## src/rtl/freq_meter.sv

```systemverilog
// freq_meter: gated frequency counter.
// Counts synchronized rising edges of sig_in over a window of GATE_CYCLES clk
// cycles and reports the count (saturating at 2^CW-1, with ovf flag).
// Optional feature macro: FREQ_METER_PERIOD_EN adds period_out, the clk cycles
// between the last two counted edges of the window.
module freq_meter #(
    parameter int unsigned GATE_CYCLES = 1000000,
    parameter int unsigned CW          = 20,
    parameter int unsigned GW          = 20
) (
    input  logic          clk,
    input  logic          rst,
    input  logic          sig_in,
    input  logic          start,
    output logic          busy,
    output logic          valid,
    output logic [CW-1:0] count_out,
    output logic          ovf
`ifdef FREQ_METER_PERIOD_EN
    ,
    output logic [GW-1:0] period_out
`endif
);

    typedef enum logic [1:0] {
        IDLE = 2'd0,
        GATE = 2'd1,
        DONE = 2'd2
    } state_t;

    localparam logic [GW-1:0] WIN_LAST = GW'(GATE_CYCLES - 1);

    state_t        state_q, state_d;

    logic          sync1_q, sync1_d;
    logic          sync2_q, sync2_d;
    logic          prev_q, prev_d;

    logic          edge_det;
    logic          counted_edge;
    logic          win_last;

    logic [GW-1:0] win_q, win_d;
    logic [CW-1:0] cnt_q, cnt_d;
    logic          ovf_int_q, ovf_int_d;
    logic [CW-1:0] count_out_q, count_out_d;
    logic          ovf_out_q, ovf_out_d;

`ifdef FREQ_METER_PERIOD_EN
    logic [GW-1:0] per_cnt_q, per_cnt_d;
    logic [GW-1:0] per_last_q, per_last_d;
    logic [GW-1:0] period_out_q, period_out_d;
    logic [GW-1:0] per_span;
`endif

    // Input synchronizer, previous-sample flop and edge qualification
    always_comb begin
        sync1_d      = sig_in;
        sync2_d      = sync1_q;
        prev_d       = sync2_q;
        edge_det     = sync2_q & ~prev_q;
        counted_edge = edge_det && (state_q == GATE);
        win_last     = (state_q == GATE) && (win_q == WIN_LAST);
    end

    // FSM state register and all datapath registers
    always_ff @(posedge clk) begin
        if (rst) begin
            state_q      <= IDLE;
            sync1_q      <= 1'b0;
            sync2_q      <= 1'b0;
            prev_q       <= 1'b0;
            win_q        <= '0;
            cnt_q        <= '0;
            ovf_int_q    <= 1'b0;
            count_out_q  <= '0;
            ovf_out_q    <= 1'b0;
`ifdef FREQ_METER_PERIOD_EN
            per_cnt_q    <= '0;
            per_last_q   <= '0;
            period_out_q <= '0;
`endif
        end else begin
            state_q      <= state_d;
            sync1_q      <= sync1_d;
            sync2_q      <= sync2_d;
            prev_q       <= prev_d;
            win_q        <= win_d;
            cnt_q        <= cnt_d;
            ovf_int_q    <= ovf_int_d;
            count_out_q  <= count_out_d;
            ovf_out_q    <= ovf_out_d;
`ifdef FREQ_METER_PERIOD_EN
            per_cnt_q    <= per_cnt_d;
            per_last_q   <= per_last_d;
            period_out_q <= period_out_d;
`endif
        end
    end

    // Next-state logic: IDLE -> GATE on start, GATE -> DONE at window end, DONE -> IDLE
    always_comb begin
        state_d = state_q;
        case (state_q)
            IDLE:    if (start) state_d = GATE;
            GATE:    if (win_last) state_d = DONE;
            DONE:    state_d = IDLE;
            default: state_d = IDLE;
        endcase
    end

    // Window counter, saturating edge counter and result capture
    always_comb begin
        win_d       = win_q;
        cnt_d       = cnt_q;
        ovf_int_d   = ovf_int_q;
        count_out_d = count_out_q;
        ovf_out_d   = ovf_out_q;
        case (state_q)
            IDLE: begin
                win_d     = '0;
                cnt_d     = '0;
                ovf_int_d = 1'b0;
            end
            GATE: begin
                win_d = win_q + GW'(1);
                if (counted_edge) begin
                    if (cnt_q == '1) begin
                        ovf_int_d = 1'b1;
                    end else begin
                        cnt_d = cnt_q + CW'(1);
                    end
                end
            end
            default: ;
        endcase
        // Capture uses the next-cycle values so an edge in the last GATE cycle is included
        if (win_last) begin
            count_out_d = cnt_d;
            ovf_out_d   = ovf_int_d;
        end
    end

`ifdef FREQ_METER_PERIOD_EN
    // Edge-to-edge interval tracking; only edges after the first in a window update the period
    always_comb begin
        per_span     = (per_cnt_q == '1) ? per_cnt_q : per_cnt_q + GW'(1);
        per_cnt_d    = per_span;
        per_last_d   = per_last_q;
        period_out_d = period_out_q;
        if (state_q == IDLE) begin
            per_last_d = '0;
        end
        if (counted_edge) begin
            per_cnt_d = '0;
            if ((cnt_q != '0) || ovf_int_q) begin
                per_last_d = per_span;
            end
        end
        if (win_last) begin
            period_out_d = per_last_d;
        end
    end
`endif

    // Output decode from state and result registers
    always_comb begin
        busy      = (state_q == GATE);
        valid     = (state_q == DONE);
        count_out = count_out_q;
        ovf       = ovf_out_q;
`ifdef FREQ_METER_PERIOD_EN
        period_out = period_out_q;
`endif
    end

endmodule

```

## config.mk

```make
export PLATFORM = sky130hd
export DESIGN_NAME = freq_meter
export DESIGN_NICKNAME = d
export VERILOG_FILES = /design/src/rtl/freq_meter.sv
export SDC_FILE = /design/constraint.sdc
export NUM_CORES = 1
export LEC_CHECK = 0
export ABC_CLOCK_PERIOD_IN_PS = 5460
export CORE_MARGIN = 3
export CORE_UTILIZATION = 55
export CTS_CLUSTER_SIZE = 24
export DETAILED_ROUTE_END_ITERATION = 6
export PLACE_DENSITY = 0.74
export SYNTH_ARGS = -nofsm -noshare
export SYNTH_HDL_FRONTEND = slang
export SYNTH_SLANG_ARGS = --single-unit
```

## constraint.sdc

```tcl
create_clock -name clk -period 5.46 [get_ports clk]
set_clock_uncertainty 0.15 [all_clocks]
set_input_delay 0.819 -clock clk [delete_from_list [all_inputs] [get_ports clk]]
set_output_delay 0.819 -clock clk [all_outputs]
set_load 0.01 [all_outputs]
```

Word level (Yosys, flattened, before mapping)
Index checks and enable logic that the tools add are counted.
Word-level totals
  register bits: 67
  bits of input ports: 4
  output and inout port bits: 23
  logic and storage cells: 34
Cells by class
  $add $sub $neg: 2
  equality and inequality tests: 6
  muxes and demuxes: 10
  bitwise gates (word level): 2
  reduce and logical (&&, ||, !) cells: 5
Operator list (number)
  20-bit case mux with 2 select lines: 2
  20-bit by 1-bit adder with 20-bit output (second input constant): 2
  20-bit equality test (second input constant): 2
  20-bit two-way mux: 2
  2-bit two-way mux: 2
  2-bit case mux with 2 select lines: 1
  2-bit by 1-bit equality test with 1-bit output (second input constant): 1
  2-bit equality test (second input constant): 1
  1-bit logical AND: 2
  2-bit zero test: 1
  1-bit two-way mux: 2
  2-bit by 1-bit != test with 1-bit output (second input constant): 1
  2-bit != test (second input constant): 1
  1-bit case mux with 2 select lines: 1
  2-bit AND reduction: 1
  2-bit nonzero test: 1
  1-bit bitwise AND: 1
  1-bit inverter: 1

Logic depth before layout (Yosys ltp)
Gate-level depths: netlist (run 1).
  word-level depth: 5
  gate-level depth with buffers: 7
  depth with buffers taken out: 6

Least setup slack after synthesis (run 1)
OpenSTA, ideal clock, no wires.
  kind: reg2reg
  from: register cnt_q[1]
  to: register count_out_q[10] (netlist: count_out[10])
  library setup time: 0.131 ns
  arrival: 1.881 ns
  required time: 5.179 ns
  setup slack: 3.298 ns
  cell stages (with the launch flop): 7
  buffers on the path: 0
  clock period less this slack: 2.162 ns
  cells stage by stage: dfxtp_1 ha_1 nand3_2 nor4_1 and4b_1 xnor2_1 a21oi_1
On the way
  word-level cells in the longest chain between the ends: 4
  elaborated cells between the ends (all ways): 5
  classes of those cells: add/sub (1); eq/ne (1); mux (3)
RTL lines
  from (decl): RTL line 44  | logic [CW-1:0] cnt_q, cnt_d;
  from (signal assigned): RTL line 89  | cnt_q <= cnt_d;
  20-bit by 1-bit adder with 20-bit output or 20-bit equality test (tied branches): RTL line 131, 128
  20-bit two-way mux *: RTL line 128  | if (cnt_q == '1) begin
  20-bit two-way mux *: RTL line 127  | if (counted_edge) begin
  20-bit case mux with 2 select lines *: RTL line 119  | case (state_q)
  to (signal assigned): RTL line 91  | count_out_q <= count_out_d;
  to (decl): RTL line 46  | logic [CW-1:0] count_out_q, count_out_d;
Mark *: on every way between the ends. The rest lies on a longest branch, timed or not.
A chain may end at the register's enable or synchronous reset.

==> flow_metrics.py, run 1 <==
metrics = {
    "setup_path": {
        "worstPathMaxFanout": 22,
        "critical_path_class": "input pin to flip-flop",
        "cp-start-kind": "input pin",
        "crit_buf_inv": 3,
        "worst_path_largest_cell_delay_ns": 1.07,
        "cp.arrival_ns": 3.14,
        "r2r_slack_ns": 2.77,
        "critPathTopFamily": "buffers and inverters",
        "cp_cell_sequence": "clkdlybuf4s50_1 -> inv_1 -> o21ai_2 -> buf_4 -> nor2_1",
        "cp-end-kind": "flip-flop",
        "crit_required_ns": 5.53,
        "slowest_stage": "clkdlybuf4s50_1",
    },
    "sta": {
        "setup_violations": 0,
        "max_clock_freq_mhz": 325,
        "hold_slack_ns": 0.308,
        "hold_violations": 0,
        "rsz0062_at_grt": "no",
        "max_slew_margin_pct": 23.9,
        "fin_crit_ns": 3.07,
        "setup-tns-final_ns": 0,
        "slew_violations": 0,
        "worstMarginPinSlew_ns": 1.13,
        "period_share_pct": 56.3,
    },
    "drt": {
        "ant_nets": 0,
        "avgViaCountPerCell": 5.71,
        "dr.pass1.iters": 4,
        "dr_wl_met2_um": 2790,
        "drcViolationCount": 0,
        "wl_met3_um": 435,
        "wire_per_inst_um": 15.0,
        "top_layer": "met4",
        "routed_wl_um": 6470,
        "drt_iter0_markers": 142,
        "num_vias": 2473,
        "wl_met1_um": 3140,
    },
    "cells_and_area": {
        "area_growth_pct": 17.4,
        "num_antenna_cells": 0,
        "drive_above_1_share_pct": 9.64,
        "layout_common_cells": "dfxtp_1, nor2_1, clkdlybuf4s50_1",
        "finish.instance_area_um2": 3520,
        "layout.nets": 364,
        "final_cells": 433,
        "layout_commonest_cell": "dfxtp_1",
    },
    "global_route": {
        "grt_pass1_wl_um": 11300,
        "overflow": 0,
        "antenna_found_initial": 0,
        "first_global_vias": 2377,
        "grt_start_max_net_pins": 27,
        "track_usage_pct": 23.1,
    },
    "run_status": {
        "status": "complete, no violations",
    },
    "clock_network": {
        "clock_sinks": 67,
        "postCtsSetupBuffers": 0,
        "clk_latency_ns": 0.35,
        "root_buffer": "clkbuf_8",
        "hold_buffers": 0,
        "cts.path.max_buffers": 2,
        "htreeDepth": 3,
        "cts_tree": "yes",
        "path_clk_slew_ns": 0.07,
        "ctsResizeCount": 0,
        "numCtsBuffers": 9,
    },
    "die": {
        "die_width_um": 79.8,
        "num_io_pins": 27,
        "coreArea_um2": 5170,
        "initial_core_util_pct": 57.9,
        "rows": 26,
        "die_height_um": 79.8,
        "dieArea_um2": 6360,
    },
    "placed_design": {
        "place_area_um2": 3290,
        "hpwl_um": 4360,
        "place_inst": 417,
        "io_buffers": 26,
        "gp_congestion": 0.831,
    },
    "synthesis": {
        "yosys_warnings": 0,
        "synthFlopType": "dfxtp_1",
        "synth_area_leaders": "dfxtp_1, nor2_1, xnor2_1",
        "syn_avg_cell_area_um2": 8.96,
        "postSynthCellCount": 334,
        "ys_seq_area_share_pct": 44.8,
        "syn_area_um2": 2990,
        "synth_seq_cells": 67,
        "yosys.area.top_type": "dfxtp_1",
        "yosysUniqueCellTypes": 57,
        "synth-edff-count": 0,
        "synth_top_area_share_pct": 44.8,
        "synth_fp_nets": 340,
        "async_flop_share_pct": 0,
    },
    "power": {
        "power.density_nw_per_um2": 279,
        "power.total_mw": 0.981,
        "power.leakage_nw": 1.12,
        "peakVddDrop_mv": 0.194,
    },
    "flow_run": {
        "cap_violations": 0,
    },
    "worst_hold_path": {
        "hp-class": "flip-flop to flip-flop",
    },
}
==> stage by stage <==
stage,utilization [%],worst slack (ns)
finish,68.0,2.39
global route,68.0,2.23
CTS,68.0,2.41
detailed placement,63.6,2.00
global placement,63.6,2.09
floorplan,-,3.30
==> path summary, 6_finish.rpt <==
check | depth (start not counted) | endpoint | startpoint
worst max register to register | 6 | count_out[10] | cnt_q[1]
worst min-delay path | 1 | prev_d | sync1_q
worst min register to register | 1 | prev_d | sync1_q
worst max-delay path | 5 | cnt_q[2] | rst
==> cells in the mapped netlist, types with 2 or more instances <==
| library cell | number |
|---|---|
| dfxtp_1 | 67 |
| nor2_1 | 54 |
| xnor2_1 | 17 |
| nand3_1 | 14 |
| xor2_1 | 14 |
| a21oi_1 | 13 |
| clkbuf_1 | 12 |
| inv_1 | 12 |
| o21ai_0 | 12 |
| nand2_1 | 11 |
| nor3_1 | 10 |
| a211oi_1 | 9 |
| nand4_1 | 9 |
| nor2b_1 | 8 |
| nor4_1 | 8 |
| or3_1 | 4 |
| nand2b_1 | 3 |
| nand3b_1 | 3 |
| nand4_2 | 3 |
| or4_1 | 3 |
| and2_1 | 2 |
| and3_1 | 2 |
| and4_1 | 2 |
| ha_1 | 2 |
| nor3_2 | 2 |
| nor4b_1 | 2 |
| o211ai_1 | 2 |
| o21ai_2 | 2 |
| o31a_1 | 2 |
| o31ai_1 | 2 |
| o32ai_1 | 2 |
==> worst reg2reg max path: stages, from the launching register on <==
cell     delay (ns)
dfxtp_1        0.40
ha_1           0.22
nand3_2        0.19
nor4_1         1.00
and4b_1        0.30
xnor2_1        0.22
a21oi_1        0.10
==> logic make-up (layout without fill, tap and decap cells) <==
| kind of cell | count (synthesis) | after routing | share of synthesized area [%] |
|---|---|---|---|
| simple gates | 150 | 150 | 28.0 |
| flops | 67 | 67 | 44.8 |
| compound gates | 56 | 56 | 13.1 |
| buf+inv | 28 | 57 | 4.18 |
| fa+ha+maj | 2 | 2 | 0.836 |
| xor+xnor | 31 | 31 | 9.07 |
==> report_power, final <==
| part | switching (mW) | leakage [nW] | internal [mW] |
|---|---|---|---|
| logic | 0.0140 | 0.470 | 0.00774 |
| clock network | 0.184 | 0.113 | 0.281 |
| registers | 0.00358 | 0.540 | 0.491 |
| total | 0.201 | 1.12 | 0.780 |
==> state kept, by name (all words and copies together) (netlist names) <==
name,flops
cnt_q,20
prev_d,1
prev_q,1
ovf_int_q,1
count_out,20
sync1_q,1
state_q,2
ovf,1
win_q,20
==> final cells by class <==
type / count / area (um2)
Sequential cell: 67 / 1340
Tap cell: 70 / 87.6
Multi-Input combinational cell: 239 / 1530
Fill cell: 430 / 1660
Inverter: 12 / 45.0
Timing Repair Buffer: 29 / 283
Clock buffer: 12 / 155
Clock inverter: 4 / 72.6
==> per-layer routing <==
layer,global-route usage (%),vias to the layer above
li1,-,1242
met1,31.3,1147
met2,34.1,72
met3,7.90,12
met4,8.28,0
met5,0,-
(Power assumes the default switching activity.)
==> run 2, diff against run 1 <==
ABC_CLOCK_PERIOD_IN_PS = 3100   (was 5460)
clock period = 3.1 ns   (was 5.46 ns; I/O delays follow)
==> run 2 against run 1 <==
  * Clock power increased by 33%
  * Critical path depth did not move
  * Power up 56%
  * Die area unchanged
  * Register-to-register slack lost 2.1 ns
  * Largest power group unchanged
  * Highest routed layer unchanged
==> flow_metrics.py, run 2 (synthesis gave the netlist of run 1 again) <==
metrics = {
    "run_status": {
        "status": "complete, no violations",
    },
    "die": {
        "coreArea_um2": 5170,
        "rows": 26,
        "die_height_um": 79.8,
        "dieArea_um2": 6360,
        "initial_core_util_pct": 57.9,
        "die_width_um": 79.8,
        "num_io_pins": 27,
    },
    "worst_hold_path": {
        "hp-class": "flip-flop to flip-flop",
        "whs_path_depth": 1,
        "hold_start": "sync1_q",
    },
    "setup_path": {
        "cp_num_cells": 5,
        "critPathTopFamily": "simple AND/OR/NAND/NOR gates",
        "slowest_stage": "nor4_1",
        "reg2regPathDepth": 5,
        "cp-end-kind": "flip-flop",
        "cp.arrival_ns": 2.57,
        "r2r_start": "state_q[1]",
        "cp-start-kind": "flip-flop",
        "crit_required_ns": 3.19,
        "cp-startpoint": "state_q[1]",
        "crit_buf_inv": 0,
        "worst_path_largest_cell_delay_ns": 0.66,
        "critical_path_class": "flip-flop to flip-flop",
        "worstPathMaxFanout": 14,
        "cp_cell_sequence": "nand4bb_2 -> nor4_1 -> nand4_1 -> xor2_1 -> a211oi_1",
    },
    "clock_network": {
        "htreeDepth": 3,
        "cts.path.max_buffers": 2,
        "clock_sinks": 67,
        "clk_latency_ns": 0.33,
        "numCtsBuffers": 9,
        "ctsResizeCount": 0,
        "path_clk_slew_ns": 0.07,
        "root_buffer": "clkbuf_8",
        "cts_tree": "yes",
        "postCtsSetupBuffers": 0,
        "hold_buffers": 0,
    },
    "global_route": {
        "antenna_found_initial": 0,
        "grt_pass1_wl_um": 11400,
        "track_usage_pct": 23.2,
        "overflow": 0,
        "first_global_vias": 2429,
        "grt_start_max_net_pins": 27,
    },
    "drt": {
        "ant_nets": 0,
        "drcViolationCount": 0,
        "wire_per_inst_um": 15.2,
        "avgViaCountPerCell": 5.75,
        "routed_wl_um": 6580,
        "dr.pass1.iters": 4,
        "drt_iter0_markers": 119,
        "num_vias": 2495,
    },
    "flow_run": {
        "cap_violations": 0,
    },
    "cells_and_area": {
        "layout.nets": 367,
        "layout_common_cells": "dfxtp_1, nor2_1, clkdlybuf4s50_1",
        "finish.instance_area_um2": 3480,
        "drive_above_1_share_pct": 10.2,
        "n_fill_cell": 437,
        "layout_commonest_cell": "dfxtp_1",
        "area_growth_pct": 16.1,
        "num_antenna_cells": 0,
    },
    "power": {
        "power.leakage_nw": 1.12,
        "peakVddDrop_mv": 0.314,
        "power.density_nw_per_um2": 441,
    },
    "placed_design": {
        "io_buffers": 26,
        "gp_congestion": 0.854,
        "place_area_um2": 3310,
        "hpwl_um": 4530,
    },
    "sta": {
        "period_share_pct": 79.9,
        "setup-tns-final_ns": 0,
        "rsz0062_at_grt": "no",
        "worstMarginPinSlew_ns": 0.826,
        "hold_violations": 0,
        "fin_crit_ns": 2.48,
        "setup_violations": 0,
        "max_clock_freq_mhz": 404,
        "max_slew_margin_pct": 44.9,
        "slew_violations": 0,
    },
}
[run 2: cell types whose count changed in the layout (fill, tap and decap cells not counted)]
cell and change:
clkinv_2 +2, clkbuf_1 -1, clkinvlp_4 -1, bufinv_16 -2, buf_4 +3
[run 2: metrics by stage]
stage,hold WS [ns],setup slack (ns),utilization (%),power (mW),cells
floorplan,0.264,0.938,-,0.914,334
global placement,0.281,0.709,64.0,0.930,420
finish,0.303,0.623,67.2,1.53,434
detailed placement,0.278,0.709,64.0,0.931,420
CTS,0.304,0.612,67.2,1.55,434
global route,0.325,0.461,67.2,1.59,434
[run 2: path summary, 6_finish.rpt]
check | to | slack, ns
setup / recovery | count_out[14] | 0.62
hold / removal | prev_d | 0.30
setup reg to reg | count_out[14] | 0.62
hold reg to reg | prev_d | 0.30
[run 2: where the power goes]
part	internal [mW]	leakage, nW	total, mW	switching (mW)
clock	0.321	0.0908	0.620	0.300
sequential	0.865	0.540	0.871	0.00604
combinational	0.0153	0.485	0.0408	0.0255
total	1.20	1.12	1.53	0.331
[run 2: metal layers]
layer	global-route usage [%]	up-vias	wire [um]
li1	-	1242	-
met1	32.4	1175	3160
met2	33.6	67	2950
met3	5.87	11	344
met4	10.8	0	117
met5	0	-	0
[run 2: final cells by class]
type | instances | area (um2) | share of cell area, %
inverters | 12 | 45.0 | 1.30
clock buffers | 11 | 151 | 4.35
multi-input cells | 239 | 1530 | 44.0
repair buffers | 32 | 305 | 8.78
well taps | 70 | 87.6 | 2.52
flip-flops and latches | 67 | 1340 | 38.6
clock inverters | 3 | 15.0 | 0.432
